===== src/rtl/privstack_pkg.sv =====
// Shared configuration, mode encodings and mstatus/hstatus bit positions
// for the privilege-stack register block.
package privstack_pkg;

    typedef struct packed {
        int unsigned XLEN;
        logic        U_SUPPORTED;
        logic        S_SUPPORTED;
        logic        H_SUPPORTED;
    } cvw_t;

    localparam logic [1:0] M_MODE = 2'b11;
    localparam logic [1:0] S_MODE = 2'b01;
    localparam logic [1:0] U_MODE = 2'b00;

    localparam int MIE_BIT   = 3;
    localparam int SIE_BIT   = 1;
    localparam int MPIE_BIT  = 7;
    localparam int SPIE_BIT  = 5;
    localparam int SPP_BIT   = 8;
    localparam int MPP_LO    = 11;
    localparam int MPP_HI    = 12;
    localparam int MPRV_BIT  = 17;
    localparam int MPV64_BIT = 39;
    localparam int MPVH_BIT  = 7;
    localparam int SPV_BIT   = 7;

    localparam cvw_t CVW_RV64_FULL = '{XLEN: 32'd64, U_SUPPORTED: 1'b1,
                                       S_SUPPORTED: 1'b1, H_SUPPORTED: 1'b1};

    // MPP comes out of reset in the lowest supported mode
    function automatic logic [1:0] mpp_reset_val(input cvw_t p);
        return p.U_SUPPORTED ? U_MODE : M_MODE;
    endfunction

endpackage


===== src/rtl/privstack_if.sv =====
// Event, CSR-write and status-field bundle between the trap/CSR logic
// (master) and the privilege-stack register block (slave).
interface privstack_if #(
    parameter int XLEN = 64
);
    logic            StallW;
    logic            TrapM;
    logic            DelegateM;
    logic            TrapToVS;
    logic            mretM;
    logic            sretM;
    logic [1:0]      PrivilegeModeW;
    logic            VirtModeW;
    logic            WriteMSTATUSM;
    logic            WriteSSTATUSM;
    logic            WriteMSTATUSHM;
    logic            WriteHSTATUSM;
    logic [XLEN-1:0] CSRWriteValM;
    logic            STATUS_MIE;
    logic            STATUS_SIE;
    logic            STATUS_MPIE;
    logic            STATUS_SPIE;
    logic            STATUS_SPP;
    logic            STATUS_MPRV;
    logic [1:0]      STATUS_MPP;
    logic            MSTATUS_MPV;
    logic            HSTATUS_SPV;

    modport master (
        output StallW, TrapM, DelegateM, TrapToVS, mretM, sretM,
               PrivilegeModeW, VirtModeW, WriteMSTATUSM, WriteSSTATUSM,
               WriteMSTATUSHM, WriteHSTATUSM, CSRWriteValM,
        input  STATUS_MIE, STATUS_SIE, STATUS_MPIE, STATUS_SPIE, STATUS_SPP,
               STATUS_MPRV, STATUS_MPP, MSTATUS_MPV, HSTATUS_SPV
    );

    modport slave (
        input  StallW, TrapM, DelegateM, TrapToVS, mretM, sretM,
               PrivilegeModeW, VirtModeW, WriteMSTATUSM, WriteSSTATUSM,
               WriteMSTATUSHM, WriteHSTATUSM, CSRWriteValM,
        output STATUS_MIE, STATUS_SIE, STATUS_MPIE, STATUS_SPIE, STATUS_SPP,
               STATUS_MPRV, STATUS_MPP, MSTATUS_MPV, HSTATUS_SPV
    );
endinterface


===== src/rtl/privstack_mpplegal.sv =====
// WARL legalization of a CSR write to MPP: reserved or unsupported modes
// leave the current value in place.
module privstack_mpplegal
    import privstack_pkg::*;
#(
    parameter cvw_t P = CVW_RV64_FULL
) (
    input  logic [1:0] wval,
    input  logic [1:0] cur,
    output logic [1:0] legal
);

    // Map each requested mode to itself only when the hart implements it
    always_comb begin
        legal = cur;
        case (wval)
            2'b11:   legal = M_MODE;
            2'b01:   legal = P.S_SUPPORTED ? S_MODE : cur;
            2'b00:   legal = P.U_SUPPORTED ? U_MODE : cur;
            default: legal = cur;
        endcase
    end

endmodule


===== src/rtl/privstack.sv =====
// Privilege-stack fields of mstatus/hstatus: trap push, mret/sret pop and
// field-level CSR writes, one event per un-stalled cycle.
module privstack
    import privstack_pkg::*;
#(
    parameter cvw_t P = CVW_RV64_FULL
) (
    input logic        clk,
    input logic        reset_n,
    privstack_if.slave bus
);

    localparam logic [1:0] MPP_RST = mpp_reset_val(P);
    localparam logic       IS_RV64 = (P.XLEN == 32'd64);
    localparam logic       IS_RV32 = (P.XLEN == 32'd32);

    logic       mie_r, sie_r, mpie_r, spie_r, spp_r, mprv_r, mpv_r, spv_r;
    logic [1:0] mpp_r;
    logic       mie_n_s, sie_n_s, mpie_n_s, spie_n_s, spp_n_s, mprv_n_s;
    logic       mpv_n_s, spv_n_s;
    logic [1:0] mpp_n_s, mpp_legal_s;
    logic [63:0] wval_s;
    logic       unused_wval_s;
    logic       trap_m_s, trap_s_s, ret_m_s, ret_s_s, csr_s;
    logic       wr_m_s, wr_s_s, wr_mh_s, wr_h_s;

    privstack_mpplegal #(.P(P)) u_mpplegal (
        .wval  (wval_s[MPP_HI:MPP_LO]),
        .cur   (mpp_r),
        .legal (mpp_legal_s)
    );

    // Event decode: trap > mret > sret > CSR write, mstatus over sstatus
    always_comb begin
        wval_s        = 64'(bus.CSRWriteValM);
        unused_wval_s = ^wval_s;
        trap_s_s      = bus.TrapM & bus.DelegateM & P.S_SUPPORTED;
        trap_m_s      = bus.TrapM & ~trap_s_s;
        ret_m_s       = ~bus.TrapM & bus.mretM;
        ret_s_s       = ~bus.TrapM & ~bus.mretM & bus.sretM;
        csr_s         = ~bus.TrapM & ~bus.mretM & ~bus.sretM;
        wr_m_s        = csr_s & bus.WriteMSTATUSM;
        wr_s_s        = csr_s & ~bus.WriteMSTATUSM & bus.WriteSSTATUSM;
        wr_mh_s       = csr_s & bus.WriteMSTATUSHM & IS_RV32;
        wr_h_s        = csr_s & bus.WriteHSTATUSM;
    end

    // Next values of the M-level fields
    always_comb begin
        mie_n_s  = mie_r;
        mpie_n_s = mpie_r;
        mpp_n_s  = mpp_r;
        mprv_n_s = mprv_r;
        mpv_n_s  = mpv_r;
        if (trap_m_s) begin
            mie_n_s  = 1'b0;
            mpie_n_s = mie_r;
            mpp_n_s  = bus.PrivilegeModeW;
            mpv_n_s  = bus.VirtModeW;
        end else if (ret_m_s) begin
            mie_n_s  = mpie_r;
            mpie_n_s = 1'b1;
            mpp_n_s  = P.U_SUPPORTED ? U_MODE : M_MODE;
            mprv_n_s = (mpp_r != M_MODE) ? 1'b0 : mprv_r;
            mpv_n_s  = 1'b0;
        end else if (ret_s_s) begin
            mprv_n_s = 1'b0;
        end else if (wr_m_s) begin
            mie_n_s  = wval_s[MIE_BIT];
            mpie_n_s = wval_s[MPIE_BIT];
            mpp_n_s  = mpp_legal_s;
            mprv_n_s = wval_s[MPRV_BIT];
            mpv_n_s  = IS_RV64 ? wval_s[MPV64_BIT] : mpv_r;
        end else if (wr_mh_s) begin
            mpv_n_s  = wval_s[MPVH_BIT];
        end else begin
            mie_n_s  = mie_r;
        end
        // Unimplemented modes pin their fields
        if (!P.U_SUPPORTED) begin
            mpp_n_s  = M_MODE;
            mprv_n_s = 1'b0;
        end else begin
            mprv_n_s = mprv_n_s;
        end
        if (!P.H_SUPPORTED) begin
            mpv_n_s = 1'b0;
        end else begin
            mpv_n_s = mpv_n_s;
        end
    end

    // Next values of the S-level and hypervisor fields
    always_comb begin
        sie_n_s  = sie_r;
        spie_n_s = spie_r;
        spp_n_s  = spp_r;
        spv_n_s  = spv_r;
        if (trap_s_s) begin
            sie_n_s  = 1'b0;
            spie_n_s = sie_r;
            spp_n_s  = bus.PrivilegeModeW[0];
            spv_n_s  = bus.TrapToVS ? spv_r : bus.VirtModeW;
        end else if (ret_s_s) begin
            sie_n_s  = spie_r;
            spie_n_s = 1'b1;
            spp_n_s  = 1'b0;
            spv_n_s  = 1'b0;
        end else if (wr_m_s | wr_s_s) begin
            sie_n_s  = wval_s[SIE_BIT];
            spie_n_s = wval_s[SPIE_BIT];
            spp_n_s  = wval_s[SPP_BIT];
            spv_n_s  = wr_h_s ? wval_s[SPV_BIT] : spv_r;
        end else if (wr_h_s) begin
            spv_n_s  = wval_s[SPV_BIT];
        end else begin
            sie_n_s  = sie_r;
        end
        if (!P.S_SUPPORTED) begin
            sie_n_s  = 1'b0;
            spie_n_s = 1'b0;
            spp_n_s  = 1'b0;
        end else begin
            spp_n_s  = spp_n_s;
        end
        if (!P.H_SUPPORTED) begin
            spv_n_s = 1'b0;
        end else begin
            spv_n_s = spv_n_s;
        end
    end

    // M-level field flops, held while the writeback stage is stalled
    always_ff @(posedge clk or negedge reset_n) begin
        if (!reset_n) begin
            mie_r  <= 1'b0;
            mpie_r <= 1'b0;
            mpp_r  <= MPP_RST;
            mprv_r <= 1'b0;
            mpv_r  <= 1'b0;
        end else if (!bus.StallW) begin
            mie_r  <= mie_n_s;
            mpie_r <= mpie_n_s;
            mpp_r  <= mpp_n_s;
            mprv_r <= mprv_n_s;
            mpv_r  <= mpv_n_s;
        end
    end

    // S-level and hypervisor field flops, held while stalled
    always_ff @(posedge clk or negedge reset_n) begin
        if (!reset_n) begin
            sie_r  <= 1'b0;
            spie_r <= 1'b0;
            spp_r  <= 1'b0;
            spv_r  <= 1'b0;
        end else if (!bus.StallW) begin
            sie_r  <= sie_n_s;
            spie_r <= spie_n_s;
            spp_r  <= spp_n_s;
            spv_r  <= spv_n_s;
        end
    end

    assign bus.STATUS_MIE  = mie_r;
    assign bus.STATUS_SIE  = sie_r;
    assign bus.STATUS_MPIE = mpie_r;
    assign bus.STATUS_SPIE = spie_r;
    assign bus.STATUS_SPP  = spp_r;
    assign bus.STATUS_MPRV = mprv_r;
    assign bus.STATUS_MPP  = mpp_r;
    assign bus.MSTATUS_MPV = mpv_r;
    assign bus.HSTATUS_SPV = spv_r;

endmodule


===== src/flat_wrapper.sv =====
// flat-port wrapper written by rule: the top's interface ports become plain ports
module privstack_flat import privstack_pkg::*;
#(
    parameter cvw_t P = CVW_RV64_FULL
)
  (clk, reset_n, bus_StallW, bus_TrapM, bus_DelegateM, bus_TrapToVS, bus_mretM, bus_sretM, bus_PrivilegeModeW, bus_VirtModeW, bus_WriteMSTATUSM, bus_WriteSSTATUSM, bus_WriteMSTATUSHM, bus_WriteHSTATUSM, bus_CSRWriteValM, bus_STATUS_MIE, bus_STATUS_SIE, bus_STATUS_MPIE, bus_STATUS_SPIE, bus_STATUS_SPP, bus_STATUS_MPRV, bus_STATUS_MPP, bus_MSTATUS_MPV, bus_HSTATUS_SPV);
  privstack_if #(.XLEN(64)) bus_i ();
  input logic clk;
  input logic reset_n;
  input wire logic [$bits(bus_i.StallW)-1:0] bus_StallW;
  input wire logic [$bits(bus_i.TrapM)-1:0] bus_TrapM;
  input wire logic [$bits(bus_i.DelegateM)-1:0] bus_DelegateM;
  input wire logic [$bits(bus_i.TrapToVS)-1:0] bus_TrapToVS;
  input wire logic [$bits(bus_i.mretM)-1:0] bus_mretM;
  input wire logic [$bits(bus_i.sretM)-1:0] bus_sretM;
  input wire logic [$bits(bus_i.PrivilegeModeW)-1:0] bus_PrivilegeModeW;
  input wire logic [$bits(bus_i.VirtModeW)-1:0] bus_VirtModeW;
  input wire logic [$bits(bus_i.WriteMSTATUSM)-1:0] bus_WriteMSTATUSM;
  input wire logic [$bits(bus_i.WriteSSTATUSM)-1:0] bus_WriteSSTATUSM;
  input wire logic [$bits(bus_i.WriteMSTATUSHM)-1:0] bus_WriteMSTATUSHM;
  input wire logic [$bits(bus_i.WriteHSTATUSM)-1:0] bus_WriteHSTATUSM;
  input wire logic [$bits(bus_i.CSRWriteValM)-1:0] bus_CSRWriteValM;
  output wire logic [$bits(bus_i.STATUS_MIE)-1:0] bus_STATUS_MIE;
  output wire logic [$bits(bus_i.STATUS_SIE)-1:0] bus_STATUS_SIE;
  output wire logic [$bits(bus_i.STATUS_MPIE)-1:0] bus_STATUS_MPIE;
  output wire logic [$bits(bus_i.STATUS_SPIE)-1:0] bus_STATUS_SPIE;
  output wire logic [$bits(bus_i.STATUS_SPP)-1:0] bus_STATUS_SPP;
  output wire logic [$bits(bus_i.STATUS_MPRV)-1:0] bus_STATUS_MPRV;
  output wire logic [$bits(bus_i.STATUS_MPP)-1:0] bus_STATUS_MPP;
  output wire logic [$bits(bus_i.MSTATUS_MPV)-1:0] bus_MSTATUS_MPV;
  output wire logic [$bits(bus_i.HSTATUS_SPV)-1:0] bus_HSTATUS_SPV;
  assign bus_i.StallW = bus_StallW;
  assign bus_i.TrapM = bus_TrapM;
  assign bus_i.DelegateM = bus_DelegateM;
  assign bus_i.TrapToVS = bus_TrapToVS;
  assign bus_i.mretM = bus_mretM;
  assign bus_i.sretM = bus_sretM;
  assign bus_i.PrivilegeModeW = bus_PrivilegeModeW;
  assign bus_i.VirtModeW = bus_VirtModeW;
  assign bus_i.WriteMSTATUSM = bus_WriteMSTATUSM;
  assign bus_i.WriteSSTATUSM = bus_WriteSSTATUSM;
  assign bus_i.WriteMSTATUSHM = bus_WriteMSTATUSHM;
  assign bus_i.WriteHSTATUSM = bus_WriteHSTATUSM;
  assign bus_i.CSRWriteValM = bus_CSRWriteValM;
  assign bus_STATUS_MIE = bus_i.STATUS_MIE;
  assign bus_STATUS_SIE = bus_i.STATUS_SIE;
  assign bus_STATUS_MPIE = bus_i.STATUS_MPIE;
  assign bus_STATUS_SPIE = bus_i.STATUS_SPIE;
  assign bus_STATUS_SPP = bus_i.STATUS_SPP;
  assign bus_STATUS_MPRV = bus_i.STATUS_MPRV;
  assign bus_STATUS_MPP = bus_i.STATUS_MPP;
  assign bus_MSTATUS_MPV = bus_i.MSTATUS_MPV;
  assign bus_HSTATUS_SPV = bus_i.HSTATUS_SPV;
  privstack #(.P(P)) u_core (.clk(clk), .reset_n(reset_n), .bus(bus_i));
endmodule

===== config.mk =====
export PLATFORM = sky130hd
export DESIGN_NAME = privstack_flat
export DESIGN_NICKNAME = d
export VERILOG_FILES = /design/src/rtl/privstack_pkg.sv /design/src/rtl/privstack_if.sv /design/src/rtl/privstack_mpplegal.sv /design/src/rtl/privstack.sv /design/src/flat_wrapper.sv
export SDC_FILE = /design/constraint.sdc
export NUM_CORES = 1
export LEC_CHECK = 0
export CAP_MARGIN = 10
export CELL_PAD_IN_SITES_DETAIL_PLACEMENT = 1
export CELL_PAD_IN_SITES_GLOBAL_PLACEMENT = 1
export CORE_MARGIN = 2
export CORE_UTILIZATION = 16
export CTS_BUF_LIST = sky130_fd_sc_hd__clkbuf_8
export DETAILED_ROUTE_END_ITERATION = 7
export HOLD_SLACK_MARGIN = 0.06
export PLACE_DENSITY_LB_ADDON = 0.1
export SLEW_MARGIN = 15
export SYNTH_ARGS = -nofsm -noshare
export SYNTH_HDL_FRONTEND = slang
export SYNTH_SLANG_ARGS = --single-unit

===== constraint.sdc =====
create_clock -name clk -period 1.7 [get_ports clk]
set_clock_uncertainty 0.2 [all_clocks]
set_input_delay 0.17 -clock clk [delete_from_list [all_inputs] [get_ports clk]]
set_output_delay 0.17 -clock clk [all_outputs]
set_load 0.02 [all_outputs]

==> insert_results.sql, run 1 <==
INSERT INTO impl_metrics (metric_group, metric, value, unit) VALUES
('final_layout', 'diodes', '0', ''),
('synth', 'synth_cells', '69', ''),
('final_layout', 'drive_gt1_frac', '0.297', ''),
('synth', 'netlist_area', '697', 'sq um'),
('power', 'finalPower', '0.987', 'mW'),
('timing', 'final.setup.worst_slack', '0.0374', 'ns'),
('critical_path', 'timing.setup.critical_path_class', 'in2reg', ''),
('floorplan', 'floorplan.core_area', '4260', 'sq um'),
('synth', 'dominantRegCellSynth', 'dfrtp_1', ''),
('power', 'leakage_dissipation', '0.534', 'nW'),
('clock_tree', 'number_of_clock_sinks_seen_by_cts', '10', ''),
('power', 'internal_power', '0.677', 'mW'),
('synth', 'synth_xor_area_frac', '0', ''),
('place', 'hpwlAfterDp', '2.01', 'mm'),
('place', 'portBuffers', '32', ''),
('routing', 'drt-total-wl', '2.45', 'mm'),
('synth', 'muxShareOfSynthArea', '0.187', ''),
('synth', 'synth_top_cell_by_area', 'dfrtp_1', ''),
('critical_path', 'required', '1.62', 'ns'),
('clock_tree', 'cts.path.max_buffers', '2', ''),
('synth', 'synth_compound_area_frac', '0.208', ''),
('synth', 'share_of_yosys_cell_area_claimed_by_the_top_area_cell_type', '0.359', ''),
('clock_tree', 'cts_buffers', '3', ''),
('floorplan', 'die_width', '70', 'microns'),
('timing', 'setup_total_negative_slack', '0', 'ns'),
('final_layout', 'final_common_cell', 'clkdlybuf4s50_1', ''),
('routing', 'drcViolationCount', '0', ''),
('synth', 'postSynthAreaPerCell', '10.1', 'sq um'),
('power', 'peakVddDrop', '0.311', 'mV'),
('routing', 'wirelength_per_cell', '14.4', 'microns'),
('clock_tree', 'clk_root_buffer_cell', 'clkbuf_8', ''),
('synth', 'synthTopCellsByArea', 'dfrtp_1, mux2_2, mux2i_1', ''),
('timing', 'timing.final.hold_violations', '0', ''),
('critical_path', 'cp_max_fo', '2', ''),
('critical_path', 'worstReg2RegStart', 'u_core.bus.STATUS_MPP[1]', ''),
('critical_path', 'setup.worst_path.start_class', 'input port', ''),
('place', 'place_congestion', '0.747', ''),
('final_layout', 'top_library_cells_by_usage_in_the_layout_fill_and_taps_aside', 'clkdlybuf4s50_1, buf_4, dfrtp_1, mux2_2, nand2_1', ''),
('clock_tree', 'cts-htree-levels', '1', ''),
('floorplan', 'starting_density_of_the_core', '0.163', ''),
('critical_path', 'critical_path_start', 'bus_WriteMSTATUSM', ''),
('clock_tree', 'cts_tree', 'built', ''),
('power', 'p_switching', '0.311', 'mW'),
('global_routing', 'grt_overflow_total', '0', ''),
('timing', 'worst_slew_pin_slew', '0.553', 'ns'),
('timing', 'finalSetupViolations', '0', ''),
('power', 'switching_share', '0.315', ''),
('synth', 'ys_async_sr_fraction', '1.00', ''),
('timing', 'maxClockFrequency', '0.601', 'GHz'),
('power', 'seq_power_share', '0.327', ''),
('global_routing', 'wire_length_of_the_first_global_routing_pass', '4.17', 'mm'),
('timing', 'timing.final.crit_share', '0.978', ''),
('clock_tree', 'worst_setup_hold_path_clk_slew', '0.05', 'ns'),
('global_routing', 'grt_start_max_net_pins', '11', ''),
('hold_path', 'worst_hold_path_type', 'in2async', ''),
('timing', 'slew_violations', '0', ''),
('timing', 'finalHoldWorstSlack', '0.0894', 'ns'),
('floorplan', 'ios', '89', ''),
('global_routing', 'grt_usage', '0.111', ''),
('routing', 'firstDrtPassIters', '4', ''),
('synth', 'ys.warnings.count', '0', ''),
('place', 'dpl-instance-area', '1160', 'sq um'),
('final_layout', 'finalInstanceArea', '1250', 'sq um'),
('global_routing', 'antenna_violations_before_repair', '0', ''),
('floorplan', 'num_rows', '24', ''),
('routing', 'drtAntennaViolNets', '0', ''),
('routing', 'post_drt_via_cell_ratio', '4.24', ''),
('power', 'pwr-share-clk', '0.258', ''),
('clock_tree', 'cts_hold_buf', '0', ''),
('outcome', 'outcome', 'finished clean', ''),
('timing', 'grt_setup_unrepaired', 'no', '');
power groups by stage:
| stage | Combinational [mW] | Clock (mW) | Sequential (mW) |
|---|---|---|---|
| final | 0.409 | 0.255 | 0.323 |
| after global routing | 0.440 | 0.281 | 0.332 |
| after CTS | 0.414 | 0.265 | 0.325 |
| after detailed placement | 0.393 | 0 | 0.328 |
| after global placement | 0.390 | 0 | 0.327 |
| after floorplan | 0.116 | 0 | 0.384 |
sequential cells by signal (all words and copies together) (netlist names):
register and cells:
u_core.bus.STATUS_MPRV 1, u_core.bus.STATUS_MPP 2, u_core.bus.STATUS_SPIE 1, u_core.bus.HSTATUS_SPV 1, u_core.bus.STATUS_MPIE 1, u_core.bus.STATUS_MIE 1
u_core.bus.STATUS_SIE 1, u_core.bus.MSTATUS_MPV 1, u_core.bus.STATUS_SPP 1
repair_timing:
| item | in CTS | in global routing |
|---|---|---|
| pin swaps | 1 | 0 |
| setup buffers | 3 | 0 |
| resized for setup | 9 | 1 |
| setup endpoints to repair | 7 | 1 |
| cloned | 0 | 0 |
path summary, 6_finish.rpt:
path | endpoint | slack (ns) | depth (start not counted)
setup reg to reg | u_core.bus.STATUS_MPRV | 0.16 | 4
min in group clk | u_core.bus.STATUS_MPRV | 0.27 | 3
hold / removal | u_core.bus.STATUS_MPRV | 0.09 | 1
max in group asynchronous | u_core.bus.MSTATUS_MPV | 0.84 | 1
hold reg to reg | u_core.bus.MSTATUS_MPV | 0.28 | 2
setup / recovery | u_core.bus.STATUS_MPP[1] | 0.04 | 5
critical path: stages:
cell and delay, ns:
clkdlybuf4s50_1 0.49, nand2b_1 0.07, a211o_1 0.34, a31oi_4 0.20
mux2_4 0.31
synthesized netlist by cell type (3+ instances only):
cell / instances
nand2b_1: 3
mux2i_1: 4
dfrtp_1: 10
a21oi_1: 3
mux2_2: 6
o21ai_0: 4
nand2_1: 6
inv_1: 4
final cells by class:
| type | count | area [sq um] |
|---|---|---|
| Sequential cell | 10 | 250 |
| Multi-Input combinational cell | 53 | 442 |
| Clock buffer | 3 | 41.3 |
| Fill cell | 490 | 3010 |
| Inverter | 4 | 15.0 |
| Timing Repair Buffer | 48 | 439 |
| Tap cell | 52 | 65.1 |
cells by family after synthesis:
kind of cell    Yosys count
simple gates             20
fa+ha+maj                 2
buf+inv                   6
mux                      12
flops                    10
compound gates           19
through the flow:
stage / util / cells
detailed placement: 0.273 / 164
global route: 0.294 / 170
CTS: 0.293 / 170
global placement: 0.273 / 164
floorplan: - / 69
finish: 0.294 / 170
layer usage:
metal / vias to the layer above / track usage / wire length, microns
li1: 351 / - / -
met1: 344 / 0.137 / 1130
met2: 22 / 0.184 / 1170
met3: 4 / 0.0303 / 115
met4: 0 / 0.0449 / 37
met5: - / 0 / 0
(Power assumes the default switching activity.)
==> run 2, diff against run 1 <==
--- a/config.mk
+++ b/config.mk
@@ -11,6 +11,7 @@
 export CORE_MARGIN = 2
 export CORE_UTILIZATION = 16
 export CTS_BUF_LIST = sky130_fd_sc_hd__clkbuf_8
+export CTS_CLUSTER_SIZE = 30
 export DETAILED_ROUTE_END_ITERATION = 7
 export HOLD_SLACK_MARGIN = 0.06
 export PLACE_DENSITY_LB_ADDON = 0.1
==> results of run 2 <==
Same layout as run 1: the final DEF is identical, and so are final timing and power.
